**src/rtl/uart_tx_sched_pkg.sv**
```systemverilog
// uart_tx_sched_pkg: shared FSM state type, UART address and default sizing for the UART TX scheduler.
package uart_tx_sched_pkg;
    typedef enum logic [1:0] {IDLE, SEND, GAP} state_t;
    localparam logic [31:0] UART_ADDR = 32'h1000_0000;
    localparam int DEF_DEPTH = 16;
    localparam int DEF_BYTE_CYCLES = 8680;
endpackage

```
**src/rtl/uart_tx_sched_fifo.sv**
```systemverilog
// uart_tx_fifo: byte queue with wrap-around pointers; push is ignored while full, pop while empty.
module uart_tx_fifo
    import uart_tx_sched_pkg::*;
#(
    parameter int DEPTH = DEF_DEPTH
) (
    input  logic                     CLK,
    input  logic                     NRST,
    input  logic                     push,
    input  logic                     pop,
    input  logic [7:0]               din,
    output logic [7:0]               dout,
    output logic                     full,
    output logic                     empty,
    output logic [$clog2(DEPTH):0]   count
);
    localparam int AW = $clog2(DEPTH);
    logic [7:0]    mem [DEPTH];
    logic [AW-1:0] wr_ptr;
    logic [AW-1:0] rd_ptr;
    logic          do_push;
    logic          do_pop;
    assign full    = count == (AW+1)'(DEPTH);
    assign empty   = count == '0;
    assign do_push = push && !full;
    assign do_pop  = pop && !empty;
    assign dout    = mem[rd_ptr];
    always_ff @(posedge CLK) begin
        if (do_push) mem[wr_ptr] <= din;
    end
    // Pointers wrap naturally because DEPTH is a power of two.
    always_ff @(posedge CLK or negedge NRST) begin
        if (!NRST) begin
            wr_ptr <= '0;
            rd_ptr <= '0;
            count  <= '0;
        end else begin
            if (do_push) wr_ptr <= wr_ptr + 1'b1;
            if (do_pop) rd_ptr <= rd_ptr + 1'b1;
            count <= count + (AW+1)'(do_push) - (AW+1)'(do_pop);
        end
    end
endmodule

```
**src/rtl/uart_tx_sched.sv**
```systemverilog
// uart_tx_sched: queues CPU UART stores and issues them to the UART one byte every BYTE_CYCLES clocks.
module uart_tx_sched
    import uart_tx_sched_pkg::*;
#(
    parameter int DEPTH       = DEF_DEPTH,
    parameter int BYTE_CYCLES = DEF_BYTE_CYCLES
) (
    input  logic                   CLK,
    input  logic                   NRST,
    input  logic                   wr_en,
    input  logic [7:0]             wr_data,
    output logic                   stall,
    output logic                   full,
    output logic [$clog2(DEPTH):0] count,
    output logic                   busy,
    output logic                   uart_wr,
    output logic [7:0]             uart_dat
);
    state_t      state;
    logic [15:0] gap;
    logic [7:0]  head;
    logic        empty;
    uart_tx_fifo #(.DEPTH(DEPTH)) u_fifo (
        .CLK   (CLK),
        .NRST  (NRST),
        .push  (wr_en),
        .pop   (state == SEND),
        .din   (wr_data),
        .dout  (head),
        .full  (full),
        .empty (empty),
        .count (count)
    );
    assign stall = wr_en && full;
    assign busy  = state != IDLE || !empty;
    // SEND + (BYTE_CYCLES-2) GAP cycles + one IDLE cycle spaces strobes exactly BYTE_CYCLES apart.
    always_ff @(posedge CLK or negedge NRST) begin
        if (!NRST) begin
            state    <= IDLE;
            gap      <= '0;
            uart_wr  <= 1'b0;
            uart_dat <= 8'h00;
        end else begin
            case (state)
                IDLE: if (!empty) begin
                    state    <= SEND;
                    uart_wr  <= 1'b1;
                    uart_dat <= head;
                end
                SEND: begin
                    uart_wr <= 1'b0;
                    gap     <= 16'(BYTE_CYCLES - 2);
                    state   <= (BYTE_CYCLES > 2) ? GAP : IDLE;
                end
                GAP: if (gap <= 16'd1) begin
                    state <= IDLE;
                    gap   <= '0;
                end else begin
                    gap <= gap - 16'd1;
                end
                default: state <= IDLE;
            endcase
        end
    end
endmodule

```
**config.mk**
```make
export PLATFORM = sky130hd
export DESIGN_NAME = uart_tx_sched
export DESIGN_NICKNAME = d
export VERILOG_FILES = /design/src/rtl/uart_tx_sched_pkg.sv /design/src/rtl/uart_tx_sched_fifo.sv /design/src/rtl/uart_tx_sched.sv
export SDC_FILE = /design/constraint.sdc
export NUM_CORES = 1
export LEC_CHECK = 0
export ABC_AREA = 1
export BUFFER_PORTS_ARGS = -buffer_cell sky130_fd_sc_hd__buf_2
export CORE_UTILIZATION = 55
export CTS_CLUSTER_DIAMETER = 100
export DETAILED_ROUTE_END_ITERATION = 16
export GPL_ROUTABILITY_DRIVEN = 0
export PLACE_DENSITY_LB_ADDON = 0.05
export SLEW_MARGIN = 0
export SYNTH_ARGS = -nofsm -noshare
export SYNTH_HDL_FRONTEND = slang
export SYNTH_HIERARCHICAL = 1
export SYNTH_SLANG_ARGS = --single-unit
```
**constraint.sdc**
```tcl
create_clock -name CLK -period 3.9 [get_ports CLK]
set_clock_uncertainty 0.05 [all_clocks]
set_input_delay 0.39 -clock CLK [delete_from_list [all_inputs] [get_ports CLK]]
set_output_delay 0.39 -clock CLK [all_outputs]
set_load 0.02 [all_outputs]
```
==> flow_summary.toml, run 1 <==
[status]
outcome = "completed"

[setup_path]
critPathLaunchType = "flop"
critical_path_class = "reg2reg"
timing.reg2reg.worst_path_depth = 7
timing.critical_path.arrival_ns = 2.47
reg2reg_setup_slack_ns = 1.44
timing.critical_path.fanout_max = 8
cp_data_required_time_ns = 3.91
crit_path_end_kind = "flop"
crit_path_start = "u_fifo/count[3]"
critical_path.reg2reg.endpoint = "u_fifo/mem[14][1]"
rr_startpoint = "u_fifo/count[3]"

[yosys]
synth_top_area_share_pct = 49.1
yosys_register_bits = 168
yosys-top-cells-area = "sky130_fd_sc_hd__edfxtp_1, sky130_fd_sc_hd__nand2_1, sky130_fd_sc_hd__dfrtp_1"
synth_commonest_cells = "sky130_fd_sc_hd__nand2_1, sky130_fd_sc_hd__edfxtp_1, sky130_fd_sc_hd__inv_1"
synth_ff_type = "sky130_fd_sc_hd__edfxtp_1"
most_frequent_cell_after_synthesis = "sky130_fd_sc_hd__nand2_1"
syn_area_per_cell_um2 = 9.53
synthesis.nets = 849
synth_sequential_area_ratio_pct = 61.9
cell_type_contributing_the_most_total_cell_area_after_synthesis = "sky130_fd_sc_hd__edfxtp_1"
count_of_flip_flops_with_a_built_in_enable_after_synthesis = 128
synth_async_sr_flop_share_pct = 23.8
synth_warnings = 6
yosys_cell_types = 29
syn-cell-area_mm2 = 0.00783
syn_inst = 821

[cts]
tritoncts = "yes"
cts-root-buf = "sky130_fd_sc_hd__clkbuf_16"
cts.sink_count = 168
clock_insertion_delay_worst_skew_ns = 0.43
path_clk_slew_ns = 0.06
hold_buffers = 0
cts_made_buffers = 17
clock_path_buffers = 2
ctsHtreeMaxLevel = 4
post-cts-setup-buffer-count = 0
post_cts_sizing = 0

[sta]
worstMarginPinSlew_ns = 0.928
setup-tns-final_ns = 0
relative_slew_slack_pct = 38.1
unrepaired_setup_endpoints_after_global_routing = "false"
finalCriticalPeriod_ns = 2.46
hold_viol = 0
upper_clock_frequency_limit_ghz = 0.406
finalMaxSlewViolations = 0
setup_viols_final = 0
layout_worst_path_cycle_share_pct = 63.1

[drt]
antenna_violating_nets_post_route = 0
met2RoutedLength_um = 8370
viasPerCell = 5.27
met3_wirelength_um = 1130
detail_route.iter0.violations = 435
top_signal_layer_used = "met4"
average_wire_per_standard_cell_um = 16.3
firstDrtPassIters = 5
met1Wirelength_um = 7210
detailroute.via_count = 5476
detail_route.drc_violations = 0
routed_wirelength_um = 16900

[placement]
dpl_wire_length_um = 11300
place_inst = 1007
place.port_buffers = 27

[final_layout]
antennaDiodeCount = 0
layoutNonFillerInstCount = 1039
fraction_of_final_layout_cells_with_drive_strength_greater_than_1_pct = 10.5
num-nets-final = 874
flow.area_growth_from_synthesis_pct = 11.3

[floorplan]
core_region_area_mm2 = 0.0139
design.die.area_mm2 = 0.0147
placement_rows = 43
die_y_um = 121
i_o_pins = 28
initial_utilization_pct = 56.4
fp.dieW_um = 121

[flow_run]
cap_viol_max_count = 0

[power_and_ir_drop]
power.density_cell_area_mw_per_mm2 = 527
cellLeakagePower_nw = 3.89
ir_worst_vdd_uv = 446

[global_routing]
grt_first_pass_wirelength_um = 26900
first_global_vias = 5235
grt_start_max_net_pins = 82
grt_remaining_overflow = 0
antenna_violations_before_repair = 0
global_route_total_usage_across_every_layer_pct = 25.3

[worst_hold_path]
timing.hold.worst.class = "in2async"
-- metal layers --
layer,up-vias,GRT usage (%)
met5,-,0
met4,0,7.72
met1,2608,33.1
met3,20,5.92
li1,2667,-
met2,181,41.8
-- layout by cell type (no fill, tap or decap) --
master,netlist,layout
sky130_fd_sc_hd__dfrtp_2,0,1
sky130_fd_sc_hd__clkinv_4,0,2
sky130_fd_sc_hd__clkinv_2,0,2
sky130_fd_sc_hd__ha_1,16,16
sky130_fd_sc_hd__buf_4,5,1
sky130_fd_sc_hd__inv_8,0,1
sky130_fd_sc_hd__bufinv_16,0,5
sky130_fd_sc_hd__xor2_1,9,9
sky130_fd_sc_hd__nor3_2,1,1
sky130_fd_sc_hd__nand2_4,3,3
sky130_fd_sc_hd__inv_1,101,101
sky130_fd_sc_hd__nor3_1,2,2
sky130_fd_sc_hd__inv_2,5,5
sky130_fd_sc_hd__a21oi_2,1,1
sky130_fd_sc_hd__fa_1,1,1
sky130_fd_sc_hd__nor2_4,7,7
sky130_fd_sc_hd__a21oi_1,10,10
sky130_fd_sc_hd__clkbuf_1,3,1
sky130_fd_sc_hd__nand3_1,57,57
sky130_fd_sc_hd__o21ai_2,3,3
sky130_fd_sc_hd__edfxtp_1,128,128
sky130_fd_sc_hd__buf_2,12,27
sky130_fd_sc_hd__a22oi_1,1,1
sky130_fd_sc_hd__o21ai_0,12,12
sky130_fd_sc_hd__nand4_1,9,9
sky130_fd_sc_hd__clkinv_1,0,1
sky130_fd_sc_hd__nor2_1,89,89
sky130_fd_sc_hd__nand2_1,286,286
sky130_fd_sc_hd__xnor2_1,4,4
sky130_fd_sc_hd__o21ai_1,3,3
sky130_fd_sc_hd__inv_4,1,1
sky130_fd_sc_hd__inv_6,0,3
sky130_fd_sc_hd__nor2_2,5,5
sky130_fd_sc_hd__clkbuf_16,0,17
sky130_fd_sc_hd__dfrtp_1,40,39
sky130_fd_sc_hd__nand2_2,5,5
-- sequential cells by signal, indices dropped and copies added (netlist names) --
name and count:
gap 16, state 2, u_fifo/count 5, u_fifo/mem 128, u_fifo/rd_ptr 4, u_fifo/wr_ptr 4
uart_dat 8, uart_wr 1
-- where the power goes --
group	switching (mW)	internal, mW
Sequential	0.0742	2.11
Clock	0.691	1.14
Combinational	0.407	0.173
Total	1.17	3.42
-- worst max-delay path by stage --
stage                         to  slack (ns)  depth (start not counted)
6_report       u_fifo/mem[14][1]        1.44                          7
5_1_grt          u_fifo/count[4]        1.26                         12
4_1_cts          u_fifo/count[4]        1.44                         12
3_5_place_dp     u_fifo/count[4]        1.44                         12
3_3_place_gp     u_fifo/count[4]        1.50                         12
2_1_floorplan    u_fifo/count[4]        1.53                         12
-- critical path, stage by stage, from the launching register on --
cell                      delay, ns
sky130_fd_sc_hd__dfrtp_1       0.39
sky130_fd_sc_hd__inv_1         0.08
sky130_fd_sc_hd__ha_1          0.20
sky130_fd_sc_hd__nand4_1       0.13
sky130_fd_sc_hd__nand2_1       0.16
sky130_fd_sc_hd__inv_1         0.23
sky130_fd_sc_hd__nand2_1       0.28
sky130_fd_sc_hd__nor2_1        0.58
-- kinds of logic (layout without fill, tap and decap cells) --
group | after synthesis | count (layout) | synth area share (%)
buf+inv | 129 | 167 | 6.84
xor+xnor | 13 | 13 | 1.45
compound gates | 30 | 30 | 2.14
fa+ha+maj | 17 | 17 | 2.81
flops | 168 | 168 | 61.9
simple gates | 464 | 464 | 24.8
-- metrics by stage --
step / total power, mW / cell area [µm²] / hold slack, ns / setup WS [ns] / utilization (%)
finish: 4.59 / 8710 / 0.0481 / 1.44 / 62.8
global route: 4.78 / 8710 / 0.103 / 1.26 / 62.8
CTS: 4.63 / 8710 / 0.0660 / 1.44 / 62.8
detailed placement: 2.79 / 8060 / 0.405 / 1.44 / 58.1
global placement: 2.77 / 8060 / 0.401 / 1.50 / 58.1
floorplan: 2.58 / 7830 / 0.0444 / 1.53 / -
-- final cells by class --
type / instances / area (µm²)
multi-input cells: 524 / 2450
fillers: 1148 / 5170
inverters: 107 / 404
clock inverters: 14 / 219
well taps: 180 / 225
flip-flops and latches: 168 / 4850
clock buffers: 18 / 429
repair buffers: 28 / 143
Power figures use the tool's default switching activity.
==> run 2: changes to the inputs <==
clock period = 2.3 ns   (was 3.9 ns; I/O delays follow)
==> run 2 against run 1 <==
  * Via count up 1.4%
  * Fmax increased by 11%
  * Clock power rose by 50%
  * Die area unchanged
  * Sequential cell count unchanged
  * Register-to-register slack worse by 1.4 ns
  * Combinational power is 97% higher
  * Total power grew 65%
  * Clock-buffer cell count rose by 2
  * Sequential power rose by 70%
  * Hold slack improved by 0.13 ns
  * Cell area grew 2.5%
  * Critical endpoint is now u_fifo/count[2]
==> flow_summary.toml, run 2 (same netlist as run 1, synthesis figures left out) <==
[status]
outcome = "completed"

[drt]
routed_wirelength_um = 17200
viasPerCell = 5.18
antenna_violating_nets_post_route = 0
detail_route.iter0.violations = 431
detailroute.via_count = 5551
average_wire_per_standard_cell_um = 16.1
detail_route.drc_violations = 0
firstDrtPassIters = 5

[final_layout]
biggestRegsByFlops = "u_fifo/mem (128), gap (16), uart_dat (8)"
largest-register = "u_fifo/mem"
fraction_of_final_layout_cells_with_drive_strength_greater_than_1_pct = 14.8
antennaDiodeCount = 0
finish.utilization_pct = 64.3
layoutNonFillerInstCount = 1071
fill_cell_instance_count_of_the_final_layout = 1107
multi_input_area_mm2 = 0.00248
area.sequential_mm2 = 0.00485
num-nets-final = 906
flow.area_growth_from_synthesis_pct = 14.1
final_common_cell = "sky130_fd_sc_hd__nand2_1"
max_ffs_per_register = 128
leading_cell_types_in_the_layout_fill_and_taps_excluded = "sky130_fd_sc_hd__nand2_1, sky130_fd_sc_hd__edfxtp_1, sky130_fd_sc_hd__inv_1, sky130_fd_sc_hd__nor2_1, sky130_fd_sc_hd__nand3_1"

[cts]
clock_path_buffers = 2
cts_made_buffers = 17
cts.sink_count = 168
tritoncts = "yes"
path_clk_slew_ns = 0.06
cts-root-buf = "sky130_fd_sc_hd__clkbuf_16"
ctsHtreeMaxLevel = 4
clock_insertion_delay_worst_skew_ns = 0.43

[global_routing]
first_global_vias = 5295
grt_remaining_overflow = 0
use_met1_pct = 35.0
grt_met2_use_pct = 39.3
grt.met3_usage_pct = 5.55
grt.busiest_layer = "met2"
antenna_violations_before_repair = 0
grt_first_pass_wirelength_um = 27100
grt_start_max_net_pins = 49
global_route_total_usage_across_every_layer_pct = 25.2

[power_and_ir_drop]
power.sequential.fraction_pct = 48.8
swShare_pct = 26.9
p_switching_mw = 2.04
p_int_mw = 5.55
cellLeakagePower_nw = 4.02
combPwrFrac_pct = 15.0
power.density_cell_area_mw_per_mm2 = 850
ir_worst_vdd_uv = 648
clkPwrFrac_pct = 36.2

[sta]
worstMarginPinSlew_ns = 0.558
hold_viol = 0
fin_worst_hold_slack_ns = 0.179
setup-tns-final_ns = 0
finalCriticalPeriod_ns = 2.23
upper_clock_frequency_limit_ghz = 0.449
layout_worst_path_cycle_share_pct = 96.8
relative_slew_slack_pct = 62.8
setup_viols_final = 0
final.setup.worst_slack_ns = 0.0742
finalMaxSlewViolations = 0

[floorplan]
placement_rows = 43
i_o_pins = 28
initial_utilization_pct = 56.4
design.die.area_mm2 = 0.0147
fp.dieW_um = 121
die_y_um = 121
core_region_area_mm2 = 0.0139

[setup_path]
timing.critical_path.fanout_max = 2
cp_data_required_time_ns = 2.56
critical_path_class = "reg2reg"
timing.critical_path.arrival_ns = 2.48
crit_path_end_kind = "flop"
critPathLaunchType = "flop"

[placement]
place_worst_setup_slack_ns = -0.0109
place.port_buffers = 27
dpl_wire_length_um = 11900
place_inst = 1034

[flow_run]
cap_viol_max_count = 0

[worst_hold_path]
timing.hold.worst.class = "in2reg"
-- run 2: cell types whose count changed in the layout (fill, tap and decap cells not counted), moves of 4 or more --
| cell | previous run | this run |
|---|---|---|
| sky130_fd_sc_hd__buf_4 | 1 | 31 |
| sky130_fd_sc_hd__bufinv_16 | 5 | 1 |
| sky130_fd_sc_hd__inv_1 | 101 | 97 |
| sky130_fd_sc_hd__inv_2 | 5 | 9 |
-- run 2: power groups by stage --
stage / sequential [mW] / combinational, mW / clock (mW)
floorplan: 3.78 / 0.591 / 0
global placement: 3.74 / 1.01 / 0
detailed placement: 3.76 / 1.04 / 0
CTS: 3.70 / 1.05 / 2.79
global route: 3.73 / 1.27 / 2.90
finish: 3.70 / 1.14 / 2.75
-- run 2: per-layer routing --
| layer | share of wire [%] | vias up | routed length (µm) |
|---|---|---|---|
| met5 | 0 | - | 0 |
| met3 | 6.5 | 25 | 1130 |
| met2 | 47 | 181 | 8030 |
| met4 | 1.8 | 0 | 311 |
| li1 | - | 2730 | - |
| met1 | 45 | 2615 | 7730 |
-- run 2: cell type report --
class / instances / share of cell area [%]
clock buffer: 20 / 5.13
clock inverter: 12 / 1.29
inverter: 107 / 4.53
multi-input combinational: 524 / 27.8
sequential: 168 / 54.3
tap: 180 / 2.52
timing repair buffer: 60 / 4.46
-- run 2: critical path, cell delays in order, from the launching register on --
cell,delay (ns)
sky130_fd_sc_hd__dfrtp_2,0.41
sky130_fd_sc_hd__inv_2,0.09
sky130_fd_sc_hd__ha_4,0.14
sky130_fd_sc_hd__nand4_1,0.13
sky130_fd_sc_hd__nand2_2,0.10
sky130_fd_sc_hd__inv_2,0.04
sky130_fd_sc_hd__ha_1,0.29
sky130_fd_sc_hd__inv_2,0.05
sky130_fd_sc_hd__ha_4,0.16
sky130_fd_sc_hd__fa_2,0.37
sky130_fd_sc_hd__buf_4,0.15
sky130_fd_sc_hd__xor2_1,0.15
-- run 2: repair_timing --
action / in CTS / in global routing
setup endpoints to repair: 1 / 1
pin swaps: 1 / 4
gates resized for setup: 0 / 9
gates cloned: 0 / 0
hold buffers: 1 / 0
endpoints found under the hold margin: 21 / 0
buffers inserted: 1 / 3
-- run 2: final timing paths --
| kind | slack [ns] | startpoint | cells after the start | to |
|---|---|---|---|---|
| setup / recovery | 0.07 | u_fifo/count[2] | 11 | u_fifo/count[2] |
| hold / removal | 0.18 | wr_en | 4 | u_fifo/wr_ptr[0] |
| setup reg to reg | 0.07 | u_fifo/count[2] | 11 | u_fifo/count[2] |
| hold reg to reg | 0.41 | uart_dat[1] | 2 | uart_dat[1] |
| max in group asynchronous | 1.29 | NRST | 3 | u_fifo/count[3] |
| min in group asynchronous | 0.28 | NRST | 2 | uart_dat[1] |
-- run 2: per-stage QoR --
| stage | instance area (µm²) | total power [mW] |
|---|---|---|
| after floorplan | 7830 | 4.38 |
| after global placement | 8290 | 4.76 |
| after detailed placement | 8290 | 4.80 |
| after CTS | 8880 | 7.54 |
| after global routing | 8930 | 7.90 |
| final | 8930 | 7.59 |
==> run 3: changes to the inputs <==
CORE_MARGIN = 5   (was not set)
PLACE_DENSITY = 0.8   (was not set)
PLACE_DENSITY_LB_ADDON = not set   (was 0.05)
==> run 3 against run 2 <==
  * Sequential power is essentially flat
  * Critical endpoint is now u_fifo/count[4]
  * Critical path depth grew 1
  * Clock power shrank 4%
==> flow_summary.toml, run 3 (same netlist as run 1, synthesis figures left out) <==
[final_layout]
multi_input_area_mm2 = 0.00249
biggestRegsByFlops = "u_fifo/mem (128), gap (16), uart_dat (8)"
num-nets-final = 903
max_ffs_per_register = 128
fraction_of_final_layout_cells_with_drive_strength_greater_than_1_pct = 14.5
finish.instance_area_mm2 = 0.00890
area.sequential_mm2 = 0.00485
final_common_cell = "sky130_fd_sc_hd__nand2_1"
finish.utilization_pct = 63.9
antennaDiodeCount = 0
fill_cell_instance_count_of_the_final_layout = 1062
leading_cell_types_in_the_layout_fill_and_taps_excluded = "sky130_fd_sc_hd__nand2_1, sky130_fd_sc_hd__edfxtp_1, sky130_fd_sc_hd__inv_1, sky130_fd_sc_hd__nor2_1, sky130_fd_sc_hd__nand3_1"
flow.area_growth_from_synthesis_pct = 13.8
largest-register = "u_fifo/mem"

[power_and_ir_drop]
p_switching_mw = 2.07
clkPwrFrac_pct = 35.5
power.density_cell_area_mw_per_mm2 = 836
ir_worst_vdd_uv = 765
power.sequential.fraction_pct = 49.7
p_int_mw = 5.38
combPwrFrac_pct = 14.8
total_power_mw = 7.45
cellLeakagePower_nw = 3.98
swShare_pct = 27.8

[cts]
cts.sink_count = 168
clock_insertion_delay_worst_skew_ns = 0.44
cts-root-buf = "sky130_fd_sc_hd__clkbuf_16"
path_clk_slew_ns = 0.07
clock_path_buffers = 2
cts_made_buffers = 17
tritoncts = "yes"
ctsHtreeMaxLevel = 4

[floorplan]
design.die.area_mm2 = 0.0167
placement_rows = 43
initial_utilization_pct = 56.2
die_y_um = 129
i_o_pins = 28
fp.dieW_um = 129
core_region_area_mm2 = 0.0139

[drt]
detailroute.via_count = 5456
viasPerCell = 5.11
detail_route.drc_violations = 0
antenna_violating_nets_post_route = 0
average_wire_per_standard_cell_um = 14.8
routed_wirelength_um = 15800
detail_route.iter0.violations = 505
firstDrtPassIters = 7

[sta]
worstMarginPinSlew_ns = 0.504
hold_viol = 0
finalCriticalPeriod_ns = 2.21
final.setup.worst_slack_ns = 0.0867
layout_worst_path_cycle_share_pct = 96.2
finalMaxSlewViolations = 0
setup_viols_final = 0
upper_clock_frequency_limit_ghz = 0.452
relative_slew_slack_pct = 66.4
setup-tns-final_ns = 0

[setup_path]
timing.critical_path.arrival_ns = 2.49
cp.buffers_inverters = 3
crit_path_end_kind = "flop"
cp_cell_sequence = "inv_2 -> ha_4 -> nand4_1 -> nand2_2 -> inv_2 -> ha_4 -> inv_2 -> ha_4 -> fa_2 -> nand3_2 -> nand2_1 -> xor2_1"
critical_path_class = "reg2reg"
max_stage_delay_cell_worst_path = "sky130_fd_sc_hd__dfrtp_2"
critPathTopFamily = "adder cells"
timing.critical_path.fanout_max = 3
critPathLaunchType = "flop"
cp_data_required_time_ns = 2.57
cp_slowest_stage_delay_ns = 0.43

[global_routing]
global_route_total_usage_across_every_layer_pct = 20.4
grt_remaining_overflow = 0
grt_start_max_net_pins = 82
antenna_violations_before_repair = 0
grt_first_pass_wirelength_um = 26000
first_global_vias = 5162

[worst_hold_path]
timing.hold.worst.class = "in2reg"

[placement]
post_dp_cell_area_mm2 = 0.00828
dpl_wire_length_um = 10300
place_worst_setup_slack_ns = -0.0111
place.port_buffers = 27

[flow_run]
cap_viol_max_count = 0

[status]
outcome = "completed"
run 3: path summary, 6_finish.rpt:
path / slack [ns] / cells past startpoint / endpoint / start
min in group asynchronous: 0.24 / 2 / uart_dat[7] / NRST
max in group asynchronous: 1.40 / 3 / u_fifo/rd_ptr[0] / NRST
max: 0.09 / 12 / u_fifo/count[4] / u_fifo/count[2]
max reg2reg: 0.09 / 12 / u_fifo/count[4] / u_fifo/count[2]
min: 0.16 / 1 / u_fifo/mem[9][6] / wr_data[6]
min reg2reg: 0.42 / 2 / uart_dat[0] / uart_dat[0]
run 3: layout make-up:
cell class,count,share of cell area (%)
Clock buffer,18,4.82
Clock inverter,14,1.31
Inverter,107,4.54
Multi-Input combinational cell,524,28.0
Sequential cell,168,54.4
Tap cell,180,2.53
Timing Repair Buffer,57,4.36
run 3: power by group through the flow:
stage               combinational, mW  clock, mW  sequential [mW]
floorplan                       0.591          0             3.78
global placement                0.961          0             3.74
detailed placement              0.988          0             3.76
CTS                              1.01       2.67             3.70
global route                     1.21       2.84             3.73
finish                           1.10       2.64             3.70
run 3: repair_timing:
item | in CTS | in global routing
gates resized for setup | 1 | 9
hold buffers | 1 | 0
endpoints found under the setup margin | 1 | 2
pin swaps | 1 | 4
hold endpoints to repair | 18 | 0
buffers inserted | 1 | 3
run 3: layer usage:
| metal | up-vias | track usage, % | part of all wire, % |
|---|---|---|---|
| li1 | 2718 | - | - |
| met5 | - | 0 | 0 |
| met3 | 27 | 5.48 | 6.5 |
| met2 | 164 | 32.7 | 48 |
| met1 | 2547 | 27.7 | 44 |
| met4 | 0 | 5.99 | 1.7 |
run 3: per-stage QoR:
step,hold WS (ns),cells
6_report,0.164,1068
5_1_grt,0.160,1068
4_1_cts,0.154,1065
3_5_place_dp,0.174,1031
3_3_place_gp,0.178,1031
2_1_floorplan,-0.116,821
